--- src/rtl/isa_pkg.sv ---
// Shared constants for the ISA I/O front end: default decode windows, FSM states, helpers.
// Latency: n/a (package only).
// Backpressure: n/a (package only).
package isa_pkg;

    localparam logic [15:0] DEF_JOY_ADDR = 16'h0201;
    localparam logic [15:0] DEF_SB_BASE  = 16'h0220;
    localparam logic [15:0] DEF_FM_BASE  = 16'h0388;
    localparam logic [15:0] DEF_MPU_BASE = 16'h0330;

    localparam logic [15:0] SB_SPAN  = 16'd16;
    localparam logic [15:0] FM_SPAN  = 16'd4;
    localparam logic [15:0] MPU_SPAN = 16'd2;

    // FSM state encoding, kept as plain constants so legacy tools can share it
    typedef logic [1:0] state_t;
    localparam state_t ST_IDLE  = 2'd0;
    localparam state_t ST_READ  = 2'd1;
    localparam state_t ST_WRITE = 2'd2;
    localparam state_t ST_ERR   = 2'd3;

    // True when addr lies in [base, base+size); widened so a window at the top of the map cannot wrap
    function automatic logic in_window(input logic [15:0] addr, input logic [15:0] base,
                                       input logic [15:0] size);
        logic [16:0] lim;
        lim = {1'b0, base} + {1'b0, size};
        return ({1'b0, addr} >= {1'b0, base}) && ({1'b0, addr} < lim);
    endfunction

    function automatic logic maj3(input logic a, input logic b, input logic c);
        return (a & b) | (a & c) | (b & c);
    endfunction

endpackage

--- src/rtl/isa_io_frontend_if.sv ---
// Bundle of raw ISA bus inputs and decoded device-side outputs of the front end.
// Latency: n/a (wiring only).
// Backpressure: none; the ISA bus cannot be stalled from this side.
interface isa_io_frontend_if;
    logic [15:0] SA;
    logic        BALE;
    logic        AEN;
    logic        IOR_N;
    logic        IOW_N;
    logic        SBHE;
    logic [15:0] SD_IN;

    logic [15:0] io_addr;
    logic        joy_cs;
    logic        sb_cs;
    logic        fm_cs;
    logic        mpu_cs;
    logic        rd_strobe;
    logic        wr_strobe;
    logic [7:0]  wr_data;
    logic        sd_drive;
    logic        cmd_err;

    modport slave (
        input  SA, BALE, AEN, IOR_N, IOW_N, SBHE, SD_IN,
        output io_addr, joy_cs, sb_cs, fm_cs, mpu_cs, rd_strobe, wr_strobe, wr_data, sd_drive, cmd_err
    );

    modport master (
        output SA, BALE, AEN, IOR_N, IOW_N, SBHE, SD_IN,
        input  io_addr, joy_cs, sb_cs, fm_cs, mpu_cs, rd_strobe, wr_strobe, wr_data, sd_drive, cmd_err
    );
endinterface

--- src/rtl/isa_sync.sv ---
// N-stage single-bit synchronizer with a selectable reset level.
// Latency: N clk cycles.
// Backpressure: none.
module isa_sync #(
    parameter int   N       = 2,
    parameter logic RST_VAL = 1'b0
) (
    input  logic clk_i,
    input  logic rst_ni,
    input  logic d_i,
    output logic q_o
);
    logic [N-1:0] sync_q;

    // Shift the asynchronous input through N flops; reset loads the inactive level
    always_ff @(posedge clk_i) begin
        if (!rst_ni) sync_q <= {N{RST_VAL}};
        else         sync_q <= {sync_q[N-2:0], d_i};
    end

    assign q_o = sync_q[N-1];
endmodule

--- src/rtl/isa_io_frontend.sv ---
// ISA I/O front end: synchronizes the bus, latches/decodes the address, issues single-cycle rd/wr strobes.
// Latency: ISA command edge to strobe = 3 cycles, 4 with ISA_GLITCH_FILTER_EN (3-sample IOR/IOW majority filter).
// Backpressure: none; strobes are fire-and-forget, DMA cycles (AEN) and IOR+IOW collisions are suppressed.
module isa_io_frontend
    import isa_pkg::*;
#(
    parameter logic [15:0] JOY_ADDR = DEF_JOY_ADDR,
    parameter logic [15:0] SB_BASE  = DEF_SB_BASE,
    parameter logic [15:0] FM_BASE  = DEF_FM_BASE,
    parameter logic [15:0] MPU_BASE = DEF_MPU_BASE
) (
    input  logic               clk_sys,
    input  logic               rst_n,
    isa_io_frontend_if.slave   bus
);
    logic        bale_s, aen_s, ior_raw_s, iow_raw_s, ior_s, iow_s;
    logic [15:0] sa_q, sd_q;
    logic        sbhe_q;
    logic        bale_prev_q;
    logic [15:0] io_addr_q;
    logic [3:0]  cs_dec_d, cs_dec_q, cs_vec;
    logic        cs_any;
    state_t      state_q, state_d;
    logic        rd_fire, wr_fire;
    logic        rd_strobe_q, wr_strobe_q, cmd_err_q, wr_aen_q, armed_q;
    logic [7:0]  wr_data_q;
    logic [3:0]  settle_q;

    isa_sync #(.N(2), .RST_VAL(1'b0)) u_sync_bale (.clk_i(clk_sys), .rst_ni(rst_n), .d_i(bus.BALE),  .q_o(bale_s));
    isa_sync #(.N(2), .RST_VAL(1'b1)) u_sync_aen  (.clk_i(clk_sys), .rst_ni(rst_n), .d_i(bus.AEN),   .q_o(aen_s));
    isa_sync #(.N(2), .RST_VAL(1'b1)) u_sync_ior  (.clk_i(clk_sys), .rst_ni(rst_n), .d_i(bus.IOR_N), .q_o(ior_raw_s));
    isa_sync #(.N(2), .RST_VAL(1'b1)) u_sync_iow  (.clk_i(clk_sys), .rst_ni(rst_n), .d_i(bus.IOW_N), .q_o(iow_raw_s));

`ifdef ISA_GLITCH_FILTER_EN
    logic [1:0] ior_hist_q, iow_hist_q;

    // Keep the two previous synchronized command samples for the majority vote
    always_ff @(posedge clk_sys) begin
        if (!rst_n) begin
            ior_hist_q <= 2'b11;
            iow_hist_q <= 2'b11;
        end else begin
            ior_hist_q <= {ior_hist_q[0], ior_raw_s};
            iow_hist_q <= {iow_hist_q[0], iow_raw_s};
        end
    end

    assign ior_s = maj3(ior_raw_s, ior_hist_q[0], ior_hist_q[1]);
    assign iow_s = maj3(iow_raw_s, iow_hist_q[0], iow_hist_q[1]);
`else
    assign ior_s = ior_raw_s;
    assign iow_s = iow_raw_s;
`endif

    // Address, data and byte-high-enable only need a single capture flop; they are qualified by synced controls
    always_ff @(posedge clk_sys) begin
        if (!rst_n) begin
            sa_q   <= '0;
            sd_q   <= '0;
            sbhe_q <= 1'b1;
        end else begin
            sa_q   <= bus.SA;
            sd_q   <= bus.SD_IN;
            sbhe_q <= bus.SBHE;
        end
    end

    // Latch the I/O address when synchronized BALE falls
    always_ff @(posedge clk_sys) begin
        if (!rst_n) begin
            bale_prev_q <= 1'b0;
            io_addr_q   <= '0;
        end else begin
            bale_prev_q <= bale_s;
            if (bale_prev_q && !bale_s) io_addr_q <= sa_q;
        end
    end

    // Priority decode keeps the chip selects one-hot even with overlapping parameter overrides
    always_comb begin
        cs_dec_d = '0;
        if (io_addr_q == JOY_ADDR)                     cs_dec_d[0] = 1'b1;
        else if (in_window(io_addr_q, SB_BASE, SB_SPAN))   cs_dec_d[1] = 1'b1;
        else if (in_window(io_addr_q, FM_BASE, FM_SPAN))   cs_dec_d[2] = 1'b1;
        else if (in_window(io_addr_q, MPU_BASE, MPU_SPAN)) cs_dec_d[3] = 1'b1;
    end

    // Register the window decode one cycle after the address latch
    always_ff @(posedge clk_sys) begin
        if (!rst_n) cs_dec_q <= '0;
        else        cs_dec_q <= cs_dec_d;
    end

    // A DMA cycle masks every select immediately
    assign cs_vec = cs_dec_q & {4{!aen_s}};
    assign cs_any = |cs_vec;

    // Command FSM; nothing leaves IDLE until both commands have been seen high after reset
    always_comb begin
        state_d = state_q;
        rd_fire = 1'b0;
        wr_fire = 1'b0;
        case (state_q)
            ST_IDLE: begin
                if (armed_q) begin
                    if (!ior_s && !iow_s) state_d = ST_ERR;
                    else if (!ior_s) begin
                        state_d = ST_READ;
                        rd_fire = cs_any;
                    end else if (!iow_s) state_d = ST_WRITE;
                end
            end
            ST_READ: begin
                if (!ior_s && !iow_s) state_d = ST_ERR;
                else if (ior_s)       state_d = ST_IDLE;
            end
            ST_WRITE: begin
                if (!ior_s && !iow_s) state_d = ST_ERR;
                else if (iow_s) begin
                    state_d = ST_IDLE;
                    wr_fire = cs_any && !wr_aen_q;
                end
            end
            ST_ERR: begin
                if (ior_s && iow_s) state_d = ST_IDLE;
            end
            default: state_d = ST_IDLE;
        endcase
    end

    // State, strobes, error flag, write-data capture and the post-reset arming logic
    always_ff @(posedge clk_sys) begin
        if (!rst_n) begin
            state_q     <= ST_IDLE;
            rd_strobe_q <= 1'b0;
            wr_strobe_q <= 1'b0;
            cmd_err_q   <= 1'b0;
            wr_aen_q    <= 1'b0;
            wr_data_q   <= '0;
            settle_q    <= '0;
            armed_q     <= 1'b0;
        end else begin
            state_q     <= state_d;
            rd_strobe_q <= rd_fire;
            wr_strobe_q <= wr_fire;
            cmd_err_q   <= cmd_err_q | (state_d == ST_ERR);
            // AEN seen at any point of a write cancels its strobe
            wr_aen_q    <= (state_q == ST_WRITE) ? (wr_aen_q | aen_s) : 1'b0;
            if (state_d == ST_WRITE)
                wr_data_q <= (!sbhe_q && io_addr_q[0]) ? sd_q[15:8] : sd_q[7:0];
            // Wait until the sync/filter pipeline holds real bus levels before trusting "both high"
            settle_q    <= {settle_q[2:0], 1'b1};
            if (settle_q[3] && ior_s && iow_s) armed_q <= 1'b1;
        end
    end

    assign bus.io_addr   = io_addr_q;
    assign bus.joy_cs    = cs_vec[0];
    assign bus.sb_cs     = cs_vec[1];
    assign bus.fm_cs     = cs_vec[2];
    assign bus.mpu_cs    = cs_vec[3];
    assign bus.rd_strobe = rd_strobe_q;
    assign bus.wr_strobe = wr_strobe_q;
    assign bus.wr_data   = wr_data_q;
    assign bus.sd_drive  = (state_q == ST_READ) && cs_any;
    assign bus.cmd_err   = cmd_err_q;
endmodule

--- src/flat_wrapper.sv ---
// flat-port wrapper written by rule: the top's interface ports become plain ports
module isa_io_frontend_flat import isa_pkg::*;
#(
    parameter logic [15:0] JOY_ADDR = DEF_JOY_ADDR,
    parameter logic [15:0] SB_BASE  = DEF_SB_BASE,
    parameter logic [15:0] FM_BASE  = DEF_FM_BASE,
    parameter logic [15:0] MPU_BASE = DEF_MPU_BASE
)
  (clk_sys, rst_n, bus_SA, bus_BALE, bus_AEN, bus_IOR_N, bus_IOW_N, bus_SBHE, bus_SD_IN, bus_io_addr, bus_joy_cs, bus_sb_cs, bus_fm_cs, bus_mpu_cs, bus_rd_strobe, bus_wr_strobe, bus_wr_data, bus_sd_drive, bus_cmd_err);
  isa_io_frontend_if bus_i ();
  input  logic clk_sys;
  input  logic rst_n;
  input wire logic [$bits(bus_i.SA)-1:0] bus_SA;
  input wire logic [$bits(bus_i.BALE)-1:0] bus_BALE;
  input wire logic [$bits(bus_i.AEN)-1:0] bus_AEN;
  input wire logic [$bits(bus_i.IOR_N)-1:0] bus_IOR_N;
  input wire logic [$bits(bus_i.IOW_N)-1:0] bus_IOW_N;
  input wire logic [$bits(bus_i.SBHE)-1:0] bus_SBHE;
  input wire logic [$bits(bus_i.SD_IN)-1:0] bus_SD_IN;
  output wire logic [$bits(bus_i.io_addr)-1:0] bus_io_addr;
  output wire logic [$bits(bus_i.joy_cs)-1:0] bus_joy_cs;
  output wire logic [$bits(bus_i.sb_cs)-1:0] bus_sb_cs;
  output wire logic [$bits(bus_i.fm_cs)-1:0] bus_fm_cs;
  output wire logic [$bits(bus_i.mpu_cs)-1:0] bus_mpu_cs;
  output wire logic [$bits(bus_i.rd_strobe)-1:0] bus_rd_strobe;
  output wire logic [$bits(bus_i.wr_strobe)-1:0] bus_wr_strobe;
  output wire logic [$bits(bus_i.wr_data)-1:0] bus_wr_data;
  output wire logic [$bits(bus_i.sd_drive)-1:0] bus_sd_drive;
  output wire logic [$bits(bus_i.cmd_err)-1:0] bus_cmd_err;
  assign bus_i.SA = bus_SA;
  assign bus_i.BALE = bus_BALE;
  assign bus_i.AEN = bus_AEN;
  assign bus_i.IOR_N = bus_IOR_N;
  assign bus_i.IOW_N = bus_IOW_N;
  assign bus_i.SBHE = bus_SBHE;
  assign bus_i.SD_IN = bus_SD_IN;
  assign bus_io_addr = bus_i.io_addr;
  assign bus_joy_cs = bus_i.joy_cs;
  assign bus_sb_cs = bus_i.sb_cs;
  assign bus_fm_cs = bus_i.fm_cs;
  assign bus_mpu_cs = bus_i.mpu_cs;
  assign bus_rd_strobe = bus_i.rd_strobe;
  assign bus_wr_strobe = bus_i.wr_strobe;
  assign bus_wr_data = bus_i.wr_data;
  assign bus_sd_drive = bus_i.sd_drive;
  assign bus_cmd_err = bus_i.cmd_err;
  isa_io_frontend #(.JOY_ADDR(JOY_ADDR), .SB_BASE(SB_BASE), .FM_BASE(FM_BASE), .MPU_BASE(MPU_BASE)) u_core (.clk_sys(clk_sys), .rst_n(rst_n), .bus(bus_i));
endmodule
--- config.mk ---
export PLATFORM = sky130hd
export DESIGN_NAME = isa_io_frontend_flat
export DESIGN_NICKNAME = d
export VERILOG_FILES = /design/src/rtl/isa_pkg.sv /design/src/rtl/isa_io_frontend_if.sv /design/src/rtl/isa_sync.sv /design/src/rtl/isa_io_frontend.sv /design/src/flat_wrapper.sv
export SDC_FILE = /design/constraint.sdc
export NUM_CORES = 1
export LEC_CHECK = 0
export CAP_MARGIN = 20
export CORE_ASPECT_RATIO = 1.4
export CORE_MARGIN = 5
export CORE_UTILIZATION = 30
export DETAILED_ROUTE_END_ITERATION = 8
export HOLD_SLACK_MARGIN = 0.08
export MAX_ROUTING_LAYER = met4
export SLEW_MARGIN = 30
export SYNTH_ARGS = -nofsm -noshare
export SYNTH_HDL_FRONTEND = slang
export SYNTH_SLANG_ARGS = --single-unit
--- constraint.sdc ---
create_clock -name clk_sys -period 1.8 [get_ports clk_sys]
set_clock_uncertainty 0.05 [all_clocks]
set_input_delay 0.36 -clock clk_sys [delete_from_list [all_inputs] [get_ports clk_sys]]
set_output_delay 0.36 -clock clk_sys [all_outputs]
set_load 0.05 [all_outputs]
==> summary.md <==
| Metric | Value |
|---|---|
| Worst setup startpoint | `u_core.cs_dec_q[2]$_SDFF_PP0_` |
| Hold WC Path Type | `flop to flop` |
| Worst-margin pin slew | `roughly 600 ps` |
| Largest net degree at the start of global routing | `39` |
| Count of different cell masters after synthesis | `30` |
| Commonest cells in the netlist | `81 x dfxtp_1, 38 x and2_1, 32 x nand2_1` |
| Number of global-route vias before repair | `1915` |
| Setup TNS | `0 ps` |
| Cell Area, Synth | `2711 sq um` |
| Outcome | `complete, no violations` |
| Final #Nets | `374` |
| Sink Count | `81` |
| Gate Count Post-Synth | `264` |
| Top_reg_cell synth | `dfxtp_1` |
| Area leader, netlist | `dfxtp_1` |
| Final setup fails | `0` |
| Most frequent cell after synthesis | `dfxtp_1` |
| First-pass GRT wire length | `~9.1 mm` |
| Final worst path period share | `93.11%` |
| Antenna violations before repair | `0` |
| CP arrival | `1270 ps` |
| GP Congestion | `0.7454` |
| CTS tree | `built` |
| Yosys top cell area share | `59.81%` |
| Synth Area per Inst | `10.27 sq um` |
| Seq cells post-synth | `81` |
| Seq/Total Area, Yosys | `roughly three fifths` |
| Req. time, crit path | `1390 ps` |
| Die area | `11070 sq um` |
| DRC errors left | `0` |
| Hold Fails Final Rpt | `0` |
| Top Ports | `71` |
| Fraction of registers with async set/reset | `0%` |
| Final wirelength | `5.564 mm` |
| I/O Buffers | `70` |
| Synthesis Warnings | `0` |
| Die Span Y | `122.5 um` |
| WHS Path Cells | `1` |
| CP max FO | `2` |
| Core ar. | `about 8900 sq um` |
| Antenna-violating nets left | `0` |
| Area delta synth->final | `39.55%` |
| Routed len/inst | `12.50 um` |
| Ant diodes | `0` |
| DIE WIDTH | `90.35 um` |
| Leak | `1.501 nW` |
| Max cap viols | `0` |
| Hold_sp | `u_core.u_sync_iow.sync_q[0]$_SDFF_PN1_` |
| EDFF count, synth | `0` |
| Drt first pass iters | `4` |
| Worst R2R Setup Slack | `180 ps` |
| Layout cell share with drive strength beyond 1 | `16.57%` |
| Minimum clock period | `1676 ps` |
| HPWL after DPL | `4.109 mm` |
| Fmax | `596.7 MHz` |
| TritonCTS Buffers | `9` |
| RSZ-0062 raised after global routing | `false` |
| Synthesized net count | `~300` |
| R2R cell count | `3` |
| Skew-Pair Late Insertion Delay | `around 320 ps` |
| Power Density | `1004 nW/um^2` |
| Reg2Reg Launch Point | `u_core.u_sync_ior.sync_q[1]$_SDFF_PN1_` |
| Hold buffer count at cts | `0` |
| Register clock-pin slew on the reported worst setup and hold paths | `50 ps` |
| Worst Setup Start Kind | `flop` |
| Root buffer cell | `clkbuf_16` |
| Total number of vias | `1954` |
| Hold WS | `359.9 ps` |
| Worst reg2reg path endpoint | `u_core.bus.wr_data[4]$_SDFFE_PN0N_` |
| Relative slew margins | `59.89%` |
| Area contributors post-synth | `dfxtp_1 60%, and2_1 8.8%, a21boi_0 5.0%` |
| Total track usage | `10.76%` |
| Slew Limit Fails | `0` |
| Max VDD drop | `0.6155 mV` |
| Grt ovf | `0` |
| Row count | `around 40` |
| Drt via density | `4.391` |
| Critical Path End Type | `primary output` |
| Detailed Route Iter0 Violations | `58` |
| Fillcell total | `882` |
| Max Root-Sink Buffers | `2` |
| Worst Hold End | `u_core.u_sync_iow.sync_q[1]$_SDFF_PN1_` |
| WS Path Type | `flop to primary output` |
| Post-Route Utilization | `42.39%` |
| H-tree Lvls | `3` |
| Initial Utilization | `30.38%` |
how the worst max path moves through the flow:
stage | to | slack [ps] | cells past startpoint
after floorplan | bus_sd_drive | 60 | 1
after global placement | bus_sd_drive | 230 | 3
after detailed placement | u_core.bus.wr_data[3]$_SDFFE_PN0N_ | 210 | 3
after CTS | bus_sd_drive | 20 | 3
after global routing | u_core.bus.wr_data[3]$_SDFFE_PN0N_ | 40 | 3
final | bus_sd_drive | 120 | 3
per-stage QoR:
step	power, mW	instances	area [sq um]	worst slack (ps)
finish	3.798	445	3784	124.1
global route	3.950	445	3784	38.31
CTS	3.866	445	3775	22.12
detailed placement	2.118	431	3483	211.1
global placement	2.116	431	3483	232.5
floorplan	2.005	264	2718	55.87
what timing repair did:
action | CTS | global route
gates resized for setup | 1 | 1
setup endpoints to repair | 1 | 1
buffers inserted | 0 | 0
worst max-delay path: stages, from the launching register on:
cell and delay [ps]:
dfxtp_1 330, nor4_4 340, nor4b_2 80, buf_4 200
registers in the layout, summed over array words and instances, names as in the netlist, 2 cells and up:
signal,flops
u_core.bus.io_addr,16
u_core.bus.wr_data,8
u_core.cs_dec_q,4
u_core.sa_q,16
u_core.sd_q,16
u_core.settle_q,4
u_core.state_q,2
u_core.u_sync_aen.sync_q,2
u_core.u_sync_bale.sync_q,2
u_core.u_sync_ior.sync_q,2
u_core.u_sync_iow.sync_q,2
placed cells by master (no fill, tap or decap), types with 2 or more instances in the layout:
master / netlist / layout
dfxtp_1: 81 / 81
and2_1: 38 / 38
clkdlybuf4s50_1: 0 / 37
buf_4: 0 / 33
nand2_1: 32 / 32
a21boi_0: 18 / 18
nand2b_1: 13 / 13
clkbuf_16: 0 / 9
mux2i_1: 8 / 8
o211ai_1: 8 / 8
nor2b_1: 7 / 7
nor2_1: 7 / 7
o21ai_1: 7 / 7
nand3_1: 4 / 4
buf_12: 0 / 4
nor4_1: 4 / 3
or3b_1: 2 / 2
a31oi_1: 2 / 2
nand3b_1: 2 / 2
inv_1: 2 / 2
nor3_1: 2 / 2
nor4b_1: 3 / 2
power breakdown:
group / switching, mW / leakage, nW / internal, mW
Combinational: 0.0773 / 0.699 / 0.124
Sequential: 0.0226 / 0.665 / 1.85
Clock: 0.629 / 0.137 / 1.09
Total: 0.729 / 1.50 / 3.07
routing by layer:
layer | GRT usage [%] | vias up | wire length [um]
li1 | - | 1012 | -
met1 | 11.36 | 892 | 2341
met2 | 17.63 | 42 | 2819
met3 | 3.433 | 8 | 294
met4 | 6.425 | 0 | 109
met5 | - | - | 0
cell type report:
cell class / instances / area, sq um / area share (%)
Sequential cell: 81 / 1622 / 42.86
Timing Repair Buffer: 75 / 703.2 / 18.58
Clock buffer: 11 / 242.7 / 6.415
Clock inverter: 3 / 42.54 / 1.124
Tap cell: 107 / 133.9 / 3.538
Multi-Input combinational cell: 166 / 1032 / 27.28
Inverter: 2 / 7.507 / 0.1984
cell families after synthesis:
logic type             synth area share (%)
buffers and inverters                 2.907
AOI/OAI and AO/OA                     10.20
muxes                                 2.954
and+or+nand+nor                       24.14
DFF                                   59.81
(Power assumes the default switching activity.)
